[config.mk]
export PLATFORM = sky130hd
export DESIGN_NAME = alu_issue_ctrl
export DESIGN_NICKNAME = d
export VERILOG_FILES = /design/src/rtl/alu_pkg.sv /design/src/rtl/regfile_4x8.sv /design/src/rtl/alu_issue_ctrl.sv
export SDC_FILE = /design/constraint.sdc
export NUM_CORES = 1
export LEC_CHECK = 0
export CAP_MARGIN = 30
export CORE_MARGIN = 3
export CORE_UTILIZATION = 33
export CTS_CLUSTER_DIAMETER = 200
export CTS_CLUSTER_SIZE = 40
export DETAILED_ROUTE_END_ITERATION = 10
export GPL_ROUTABILITY_DRIVEN = 0
export PLACE_DENSITY = 0.69
export SYNTH_ARGS = -nofsm -noshare
export SYNTH_HDL_FRONTEND = slang
export SYNTH_SLANG_ARGS = --single-unit
export TNS_END_PERCENT = 1
[constraint.sdc]
create_clock -name clk -period 1.55 [get_ports clk]
set_clock_uncertainty 0.2 [all_clocks]
set_input_delay 0.155 -clock clk [delete_from_list [all_inputs] [get_ports clk]]
set_output_delay 0.155 -clock clk [all_outputs]
set_load 0.02 [all_outputs]
[src/rtl/alu_pkg.sv]
// Shared definitions for the ALU and its issue/writeback controller:
// datapath width, ALU select encodings and the controller FSM states.
package alu_pkg;

  localparam int DATA_W = 8;

  localparam logic [1:0] ALU_ADD = 2'b00;
  localparam logic [1:0] ALU_SUB = 2'b01;
  localparam logic [1:0] ALU_AND = 2'b10;
  localparam logic [1:0] ALU_OR  = 2'b11;

  typedef enum logic [1:0] {
    ST_IDLE = 2'd0,
    ST_EXEC = 2'd1,
    ST_WB   = 2'd2
  } state_t;

endpackage

[src/rtl/regfile_4x8.sv]
// Small register file: two combinational read ports, one combinational
// debug read port, one synchronous write port; synchronous reset clears
// every entry.
// Ports: clk, rst          clock / synchronous active-high reset
//        ra_addr/ra_data   read port A
//        rb_addr/rb_data   read port B
//        dbg_addr/dbg_data debug read port
//        we/wa/wd          write enable / address / data
module regfile_4x8 #(
  parameter int DATA_W = 8,
  parameter int NREGS  = 4,
  parameter int ADDR_W = 2
) (
  input  logic              clk,
  input  logic              rst,
  input  logic [ADDR_W-1:0] ra_addr,
  output logic [DATA_W-1:0] ra_data,
  input  logic [ADDR_W-1:0] rb_addr,
  output logic [DATA_W-1:0] rb_data,
  input  logic [ADDR_W-1:0] dbg_addr,
  output logic [DATA_W-1:0] dbg_data,
  input  logic              we,
  input  logic [ADDR_W-1:0] wa,
  input  logic [DATA_W-1:0] wd
);

  logic [DATA_W-1:0] mem_q [NREGS];

  always_ff @(posedge clk) begin
    if (rst) begin
      for (int unsigned i = 0; i < NREGS; i++) begin
        mem_q[i] <= '0;
      end
    end else if (we) begin
      mem_q[wa] <= wd;
    end
  end

  assign ra_data  = mem_q[ra_addr];
  assign rb_data  = mem_q[rb_addr];
  assign dbg_data = mem_q[dbg_addr];

endmodule

[src/rtl/alu_issue_ctrl.sv]
// Issue/writeback controller around the combinational ALU. Accepts one
// operation per valid/ready handshake, reads operands from the internal
// register file (or an immediate), drives the ALU for one cycle, then
// writes the result back. One op every 3 cycles: IDLE -> EXEC -> WB.
// Ports: clk, rst                         clock / sync active-high reset
//        op_valid/op_ready                operation handshake
//        op_code/op_rd/op_rs/op_rt        operation fields
//        imm_en/imm                       immediate select / value for y
//        alu_x/alu_y/alu_sel              to the ALU
//        alu_result/alu_zero              from the ALU
//        done_valid/done_rd/done_data     writeback report (pulse in WB)
//        zero_flag                        zero flag of last completed op
//        dbg_addr/dbg_data                combinational register read
module alu_issue_ctrl #(
  parameter int DATA_W = alu_pkg::DATA_W,
  parameter int NREGS  = 4,
  parameter int ADDR_W = 2
) (
  input  logic              clk,
  input  logic              rst,
  input  logic              op_valid,
  output logic              op_ready,
  input  logic [1:0]        op_code,
  input  logic [ADDR_W-1:0] op_rd,
  input  logic [ADDR_W-1:0] op_rs,
  input  logic [ADDR_W-1:0] op_rt,
  input  logic              imm_en,
  input  logic [DATA_W-1:0] imm,
  output logic [DATA_W-1:0] alu_x,
  output logic [DATA_W-1:0] alu_y,
  output logic [1:0]        alu_sel,
  input  logic [DATA_W-1:0] alu_result,
  input  logic              alu_zero,
  output logic              done_valid,
  output logic [ADDR_W-1:0] done_rd,
  output logic [DATA_W-1:0] done_data,
  output logic              zero_flag,
  input  logic [ADDR_W-1:0] dbg_addr,
  output logic [DATA_W-1:0] dbg_data
);
  import alu_pkg::*;

  state_t state_q, state_d;

  logic [DATA_W-1:0] x_q, y_q, res_q;
  logic [1:0]        sel_q;
  logic [ADDR_W-1:0] rd_q;
  logic              z_q, zero_q;

  logic [DATA_W-1:0] rs_data, rt_data;
  logic              accept;
  logic              rf_we;

  regfile_4x8 #(
    .DATA_W(DATA_W),
    .NREGS (NREGS),
    .ADDR_W(ADDR_W)
  ) u_rf (
    .clk     (clk),
    .rst     (rst),
    .ra_addr (op_rs),
    .ra_data (rs_data),
    .rb_addr (op_rt),
    .rb_data (rt_data),
    .dbg_addr(dbg_addr),
    .dbg_data(dbg_data),
    .we      (rf_we),
    .wa      (rd_q),
    .wd      (res_q)
  );

  // State register
  always_ff @(posedge clk) begin
    if (rst) begin
      state_q <= ST_IDLE;
    end else begin
      state_q <= state_d;
    end
  end

  // Next-state logic
  always_comb begin
    state_d = state_q;
    case (state_q)
      ST_IDLE: if (accept) state_d = ST_EXEC;
      ST_EXEC: state_d = ST_WB;
      ST_WB:   state_d = ST_IDLE;
      default: state_d = ST_IDLE;
    endcase
  end

  // Output logic
  always_comb begin
    op_ready   = 1'b0;
    done_valid = 1'b0;
    rf_we      = 1'b0;
    case (state_q)
      ST_IDLE: op_ready = 1'b1;
      ST_WB: begin
        done_valid = 1'b1;
        rf_we      = 1'b1;
      end
      default: ;
    endcase
  end

  assign accept = op_valid & op_ready;

  // Operand, result and flag registers. x/y/sel and rd/res are only
  // reloaded on accept / in EXEC, so the ALU and done_* outputs can be
  // driven straight from them and naturally hold their last values.
  always_ff @(posedge clk) begin
    if (rst) begin
      x_q    <= '0;
      y_q    <= '0;
      sel_q  <= '0;
      rd_q   <= '0;
      res_q  <= '0;
      z_q    <= 1'b0;
      zero_q <= 1'b0;
    end else begin
      case (state_q)
        ST_IDLE: begin
          if (accept) begin
            x_q   <= rs_data;
            y_q   <= imm_en ? imm : rt_data;
            sel_q <= op_code;
            rd_q  <= op_rd;
          end
        end
        ST_EXEC: begin
          res_q <= alu_result;
          z_q   <= alu_zero;
        end
        ST_WB: zero_q <= z_q;
        default: ;
      endcase
    end
  end

  assign alu_x     = x_q;
  assign alu_y     = y_q;
  assign alu_sel   = sel_q;
  assign done_rd   = rd_q;
  assign done_data = res_q;
  assign zero_flag = zero_q;

endmodule

# Word-level counts from Yosys, hierarchy flattened

Memory sizes are Yosys's and may differ from the RTL's. A register that Yosys moved wholly into a read port is not among the register bits.
Cells that the tools add are included.
Widths: inputs -> output; s select.

RAM bits: 32
Memories kept: 1
Flip-flop bits (word level): 24
Bits of input ports: 31

Memories:

| memory     | words | width | read ports | clocked after memory_dff | write ports | RTL line          | RTL |
|---|---|---|---|---|---|---|---|
| u_rf.mem_q | 4     | 8     | 3          | 1                        | 4           | regfile_4x8.sv:27 | `logic [DATA_W-1:0] mem_q [NREGS];` |

Reductions and logical operators: 3
Bitwise operators: 1
Multiplexer cells: 13
Equality and inequality tests: 3

Operators with widths:

| operator           | count |
|---|---|
| $mux 8             | 2 |
| $mux 1             | 8 |
| $reduce_or 8->1    | 1 |
| $mux 2             | 2 |
| $pmux 2 s2         | 1 |
| $eq 2x1->1 const B | 1 |
| $eq 2x2->1 const B | 1 |
| $logic_not 2->1    | 1 |
| $ne 2x2->1 const B | 1 |
| $reduce_and 2->1   | 1 |
| $and 1x1->1        | 1 |

# Longest topological paths before layout

Gate-level depths: netlist of the first run.

Depth in word-level cells: 7
Depth in mapped cells: 5
Depth with buffers taken out: 4

# By module

Synthesis of the first run repeated with hierarchy kept, for this count alone.

Cell total of the unflattened synthesis: 229
Area, all modules: 3080.5 um^2

Modules (own cells, without submodules):

| module         | cells each | times used | sequential area each (um^2) | area each (um^2) |
|---|---|---|---|---|
| regfile_4x8    | 104        | 1          | 960.9                       | 1868.0 |
| alu_issue_ctrl | 125        | 1          | 640.6                       | 1212.4 |

# Least setup slack after synthesis of the first run

No wires, ideal clock.

Path type: reg2reg
Start point: register rd_q[1] (netlist: done_rd[1])
End point: memory u_rf.mem_q[1][0] (enable)
Library setup time: 309 ps
Clock period less this slack: 1702 ps
Required time: 1041 ps
Setup slack: -152 ps
Arrival time: 1193 ps
Stages on the path, launching flop included: 4
Path through: dfxtp_1 > nand2b_1 > nor4b_4 > or2_2

RTL lines:

| item                     | RTL line              | RTL |
|---|---|---|
| start: declaration       | alu_issue_ctrl.sv:47  | `logic [ADDR_W-1:0] rd_q;` |
| start signal: assignment | alu_issue_ctrl.sv:128 | `rd_q <= op_rd;` |
| end: declaration         | regfile_4x8.sv:27     |  |

==> metrics.md, run 1 <==
| Metric | Value |
|---|---|
| Status | finished, violations left |
| Failing checks | setup timing |
| Power share of the clock group | 37.8% |
| Sequential share of power | 45.9% |
| Die X | 102.6 um |
| Synthesis-to-layout area growth | 43.33% |
| H-tree Lvls | 3 |
| Slew @ Worst Pin | 0.5162 ns |
| Num rows | 34 |
| Clock root cell | clkbuf_8 |
| Clock buffer depth | 2 |
| Slowest stage cell, crit path | mux4_2 |
| Worst hold-check path type | in -> reg |
| CP arrival | 1.42 ns |
| Final WL | 7185 um |
| Largest net degree at the start of global routing | 33 |
| Final min period | 1.776 ns |
| Slew Viols, Final | 0 |
| Int Power | 3.159 mW |
| Post-route setup slack | -0.2255 ns |
| Antenna Nets Post-Route | 0 |
| Die area | 10520 sq um |
| Critical path data required time | 1.19 ns |
| Clock transition at the registers of the reported paths | 0.07 ns |
| Avg Cell Area, Syn | 11.98 sq um |
| RSZ-0062 raised after global routing | true |
| Worst skew pair latency | 0.33 ns |
| Iter 0 DRT Violations | 91 |
| Initial Utilization | 34.62% |
| Port bufs | 69 |
| Maximum VDD drop | 503.9 uV |
| Share of layout cells above drive strength 1 | 32.16% |
| Final Hold Viols | 0 |
| Detail Placement HPWL | 5512 um |
| DR vias | 2327 |
| CP max FO | 2 |
| Mean routed wirelength per cell | 15.03 um |
| First-pass GRT wire length | 11630 um |
| Unique masters post-synth | 27 |
| CTS tree | yes |
| FILL cells | 820 |
| Pleak | 1.798 nW |
| Net Count, Synth | 288 |
| CTS Hold Buffers Added | 0 |
| Core Area | 8891 sq um |
| Vias in the first global route | 2338 |
| Max-Cap Viols | 0 |
| Crit share post-route | 114.6% |
| Pwr dens | 945.7 nW/um^2 |
| Clock sinks | 64 |
| NetSw | 1.013 mW |
| Gate power share | 16.4% |
| Worst-path cell chain | mux4_2 > buf_6 |
| Total gr overflow | 0 |
| # IOs | 70 |
| ANT cells | 0 |
| Nature of the critical path endpoint | output port |
| Post-synthesis register bit count | 64 |
| Vias/cell | 4.868 |
| Num CTS Buffers | 9 |
| Syn Std Cell Area | 3078 sq um |
| Die height | 102.6 um |
| Max-slew headroom at the worst pin | 65.46% |
| Sequential area share after synthesis | 52.03% |
| Initial antenna violation count | 0 |
| Critical path class | reg -> out |
| Final Util | 49.62% |
| 1st-pass router iterations | 5 |
| Sw Ratio | 24.28% |
| Startpoint Class | flop |
| Post-route setup TNS | -1.763 ns |
| Total Routing Usage GR | 14.39% |
| Max Freq | 563.2 MHz |
| Setup-failing EPs final | 13 |
| DRC | 0 |
| Max incr delay on CP | 0.51 ns |
| Cells after synthesis | 257 |
| Syn. warnings | 0 |
| Final #Nets | 396 |
==> cell type report <==
| class | count | area, sq um | area share, % |
|---|---|---|---|
| sequential | 64 | 1610 | 36.50 |
| multi-input combinational | 174 | 1398 | 31.68 |
| timing repair buffer | 115 | 1051 | 23.82 |
| clock buffer | 12 | 145.1 | 3.290 |
| tap | 108 | 135.1 | 3.063 |
| clock inverter | 4 | 68.82 | 1.560 |
| inverter | 1 | 3.754 | 0.08508 |
==> sequential cells by signal (all words and copies together), names as in the netlist <==
register,cells
state_q,2
alu_x,8
alu_sel,2
alu_y,8
done_data,8
u_rf.mem_q,32
z_q,1
done_rd,2
zero_flag,1
==> synthesized netlist by cell type (all sizes together) <==
cell / instances / area, sq um
mux4: 16 / 360.4
or3b: 1 / 8.760
nand2b: 3 / 18.77
a31o: 1 / 8.760
inv: 1 / 3.750
a222oi: 8 / 80.08
nor3b: 1 / 18.77
buf: 14 / 97.58
edfxtp: 32 / 960.9
or2: 3 / 18.77
clkbuf: 4 / 15.01
nor2: 13 / 48.80
mux2: 16 / 187.7
a211oi: 8 / 60.06
nor4: 2 / 33.78
nor4b: 1 / 23.77
a21oi: 22 / 110.1
nand2: 45 / 168.9
and2: 32 / 200.2
dfxtp: 32 / 640.6
nor2b: 2 / 12.51
==> layer usage <==
layer / track usage, % / share of wire [%]
met5: 0 / 0
met4: 6.458 / 1.2
met3: 3.518 / 5.4
met2: 23.58 / 49
met1: 18.04 / 45
==> stage by stage <==
stage	instance area (sq um)	hold slack, ns	worst slack [ns]	std cells	power (mW)
2_1_floorplan	3103	0.08060	-0.04578	257	2.316
3_3_place_gp	4207	0.2423	-0.6934	458	2.657
3_5_place_dp	4207	0.2485	-0.6999	458	2.673
4_1_cts	4384	0.1432	-0.2407	477	4.202
5_1_grt	4412	0.1467	-0.2697	478	4.362
6_report	4412	0.1604	-0.2255	478	4.172
==> power groups by stage <==
stage,Clock [mW],Combinational [mW],Sequential (mW)
after global placement,0,0.706,1.95
after detailed placement,0,0.717,1.96
final,1.58,0.682,1.91
after CTS,1.61,0.681,1.91
after floorplan,0,0.319,2.00
after global routing,1.70,0.735,1.92
==> kinds of logic (layout without fill, tap and decap cells) <==
group,count (synthesis),count (layout),synth area share (%)
and+or+nand+nor,103,103,17.97
DFF,64,64,52.03
AOI/OAI and AO/OA,39,39,8.415
muxes,32,32,17.81
buffers and inverters,19,132,3.780
==> path summary, 6_finish.rpt <==
| path | end | depth (start not counted) | start | slack, ns |
|---|---|---|---|---|
| max | dbg_data[2] | 2 | u_rf.mem_q[3][2]$_DFFE_PP_ | -0.23 |
| min | done_rd[1]$_SDFFE_PP0P_ | 3 | op_rd[1] | 0.16 |
| max reg2reg | alu_y[2]$_SDFFE_PP0P_ | 5 | u_rf.mem_q[2][2]$_SDFFCE_PN0P_ | -0.09 |
| min reg2reg | alu_x[0]$_SDFFE_PP0P_ | 2 | alu_x[0]$_SDFFE_PP0P_ | 0.25 |
==> cell usage in the layout, fill, tap and decap left out, drive strengths merged <==
cell           Yosys  final
a211oi             8      8
a21oi             22     22
a222oi             8      8
a31o               1      1
and2              32     32
buf               14     55
bufinv             0      2
clkbuf             4     12
clkdlybuf4s15      0      1
clkdlybuf4s50      0     28
clkinv             0      2
dfxtp             32     32
dlygate4sd2        0     31
edfxtp            32     32
inv                1      1
mux2              16     16
mux4              16     16
nand2             45     45
nand2b             3      3
nor2              13     13
nor2b              2      2
nor3b              1      1
nor4               2      2
nor4b              1      1
or2                3      3
or3b               1      1
==> critical path: cells and delay by family, from the launching register on <==
kind	cells	cell delay (ns)
muxes	1	0.51
DFF	1	0.43
buffers and inverters	1	0.15
==> timing repair <==
action	4_1_cts	5_1_grt
resized for setup	75	10
pin swaps	5	6
setup endpoints to repair	66	47
buffers inserted	3	1
Power figures use the tool's default switching activity.
==> run 2: changes to the inputs <==
CTS_CLUSTER_DIAMETER = 40   (was 200)
PLACE_DENSITY = 0.66   (was 0.69)
SKIP_LAST_GASP = 1   (was unset)
clock period = 2 ns   (was 1.55 ns; I/O delays follow)
==> metrics.md, run 2 (same netlist as run 1, synthesis figures left out) <==
| Metric | Value |
|---|---|
| Status | finished, violations left |
| Failing checks | setup timing |
| RSZ-0062 raised after global routing | true |
| Final Hold Viols | 0 |
| DRC | 0 |
| Largest net degree at the start of global routing | 29 |
| Total Routing Usage GR | 13.07% |
| Max incr delay on CP | 0.52 ns |
| Final instance area | 4134 sq um |
| Maximum VDD drop | 394.4 uV |
| Worst-path cell chain | clkdlybuf4s50_1 > buf_12 > mux4_2 > clkdlybuf4s15_2 |
| Post-route setup TNS | -0.2069 ns |
| CP max FO | 8 |
| Buf+Inv Stages, Crit Path | 3 |
| Crit share post-route | 102.6% |
| # IOs | 70 |
| Total gr overflow | 0 |
| Clock root cell | clkbuf_8 |
| Core Area | 8891 sq um |
| Vias in the first global route | 2095 |
| Cell family with most CP delay | buffers and inverters |
| Slew @ Worst Pin | 0.5369 ns |
| Synthesis-to-layout area growth | 34.31% |
| CP arrival | 1.65 ns |
| Startpoint Class | input pin |
| Num CTS Buffers | 9 |
| Max-Cap Viols | 0 |
| Die X | 102.6 um |
| Initial Utilization | 34.62% |
| 1st-pass router iterations | 5 |
| Clock sinks | 64 |
| Leading cell type in the layout, fill and taps excluded | clkdlybuf4s50_1 |
| Critical path class | in -> out |
| Dpl cells | 431 |
| Final hold slack | 0.2084 ns |
| Post-route setup slack | -0.05289 ns |
| Final min period | 2.053 ns |
| Reg with most FFs | u_rf.mem_q |
| Pwr dens | 723.0 nW/um^2 |
| Clock transition at the registers of the reported paths | 0.07 ns |
| Final #Nets | 365 |
| Max-slew headroom at the worst pin | 64.13% |
| Final WL | 6686 um |
| Slew Viols, Final | 0 |
| Max FFs per register | 32 |
| Pleak | 1.490 nW |
| Worst hold-check path type | in -> reg |
| ANT cells | 0 |
| Detail Placement HPWL | 5139 um |
| Die area | 10520 sq um |
| FILL cells | 817 |
| Commonest non-fill, non-tap cells in the layout | clkdlybuf4s50_1 (61), nand2_1 (45), and2_1 (32), edfxtp_1 (32), dfxtp_1 (31) |
| Antenna Nets Post-Route | 0 |
| Mean routed wirelength per cell | 14.96 um |
| Iter 0 DRT Violations | 98 |
| Worst skew pair latency | 0.33 ns |
| Setup-failing EPs final | 5 |
| H-tree Lvls | 3 |
| Slowest stage cell, crit path | clkdlybuf4s50_1 |
| Critical path data required time | 1.60 ns |
| Port bufs | 69 |
| Clock buffer depth | 2 |
| DR vias | 2163 |
| CTS tree | yes |
| Max Freq | 487.1 MHz |
| Share of layout cells above drive strength 1 | 22.42% |
| Die height | 102.6 um |
| Vias/cell | 4.839 |
| Num rows | 34 |
| Nature of the critical path endpoint | output port |
| First-pass GRT wire length | 10650 um |
| Initial antenna violation count | 0 |
| Final Util | 46.50% |
| Placed Area | 3966 sq um |
| Final Non-Filler Cells | 447 |
## run 2: changes by cell type in the layout (fill, tap and decap cells not counted), sizes merged
| cell | delta |
|---|---|
| buf | -38 |
| clkdlybuf4s50 | +33 |
| dlygate4sd2 | -31 |
| clkdlybuf4s15 | +4 |
| bufinv | -2 |
| clkbuf | +2 |
| inv | +1 |
## run 2: worst paths after layout
path                                 from                             end  slack, ns  cells past startpoint
hold / removal              alu_result[7]       done_data[7]$_SDFFE_PP0N_       0.21                      3
setup reg to reg  state_q[1]$_SDFFE_PP0P_  u_rf.mem_q[1][1]$_SDFFCE_PN0P_       0.39                      3
hold reg to reg   alu_sel[0]$_SDFFE_PP0P_         alu_sel[0]$_SDFFE_PP0P_       0.25                      2
setup / recovery              dbg_addr[0]                     dbg_data[1]      -0.05                      4
## run 2: layout make-up
type	instances	area (sq um)	area share, %
Clock buffer	13	160.2	3.874
Sequential cell	64	1603	38.77
Clock inverter	3	15.01	0.3632
Timing Repair Buffer	84	857.1	20.73
Inverter	1	3.754	0.09080
Tap cell	108	135.1	3.269
Multi-Input combinational cell	174	1360	32.90
## run 2: routing by layer
layer	global-route usage, %	part of all wire (%)	up-vias
met2	20.80	47	68
li1	-	-	1096
met5	0	0	-
met4	5.146	1.5	0
met1	17.71	46	990
met3	2.436	5.4	9
## run 2: through the flow
step / worst slack [ns] / total power, mW
floorplan: 0.2975 / 1.791
global route: -0.09050 / 3.119
CTS: -0.07309 / 3.025
detailed placement: -0.3588 / 2.029
global placement: -0.3373 / 2.022
finish: -0.05289 / 2.989
## run 2: where the power goes
group	leakage, nW	internal, mW	switching [mW]	total (mW)
Sequential	0.593	1.44	0.0500	1.49
Combinational	0.806	0.269	0.231	0.500
Clock	0.0905	0.522	0.479	1.00
## run 2: tightest hold or removal path, stage by stage
cell             delay (ns)
clkdlybuf4s50_1        0.39
nand2_1                0.05
a21oi_1                0.05
## run 2: what timing repair did
item / in CTS / in global routing
hold endpoints to repair: 0 / 0
cloned: 0 / 0
buffers inserted: 0 / 0
endpoints found under the setup margin: 9 / 9
gates resized for setup: 25 / 2
hold buffers: 0 / 0
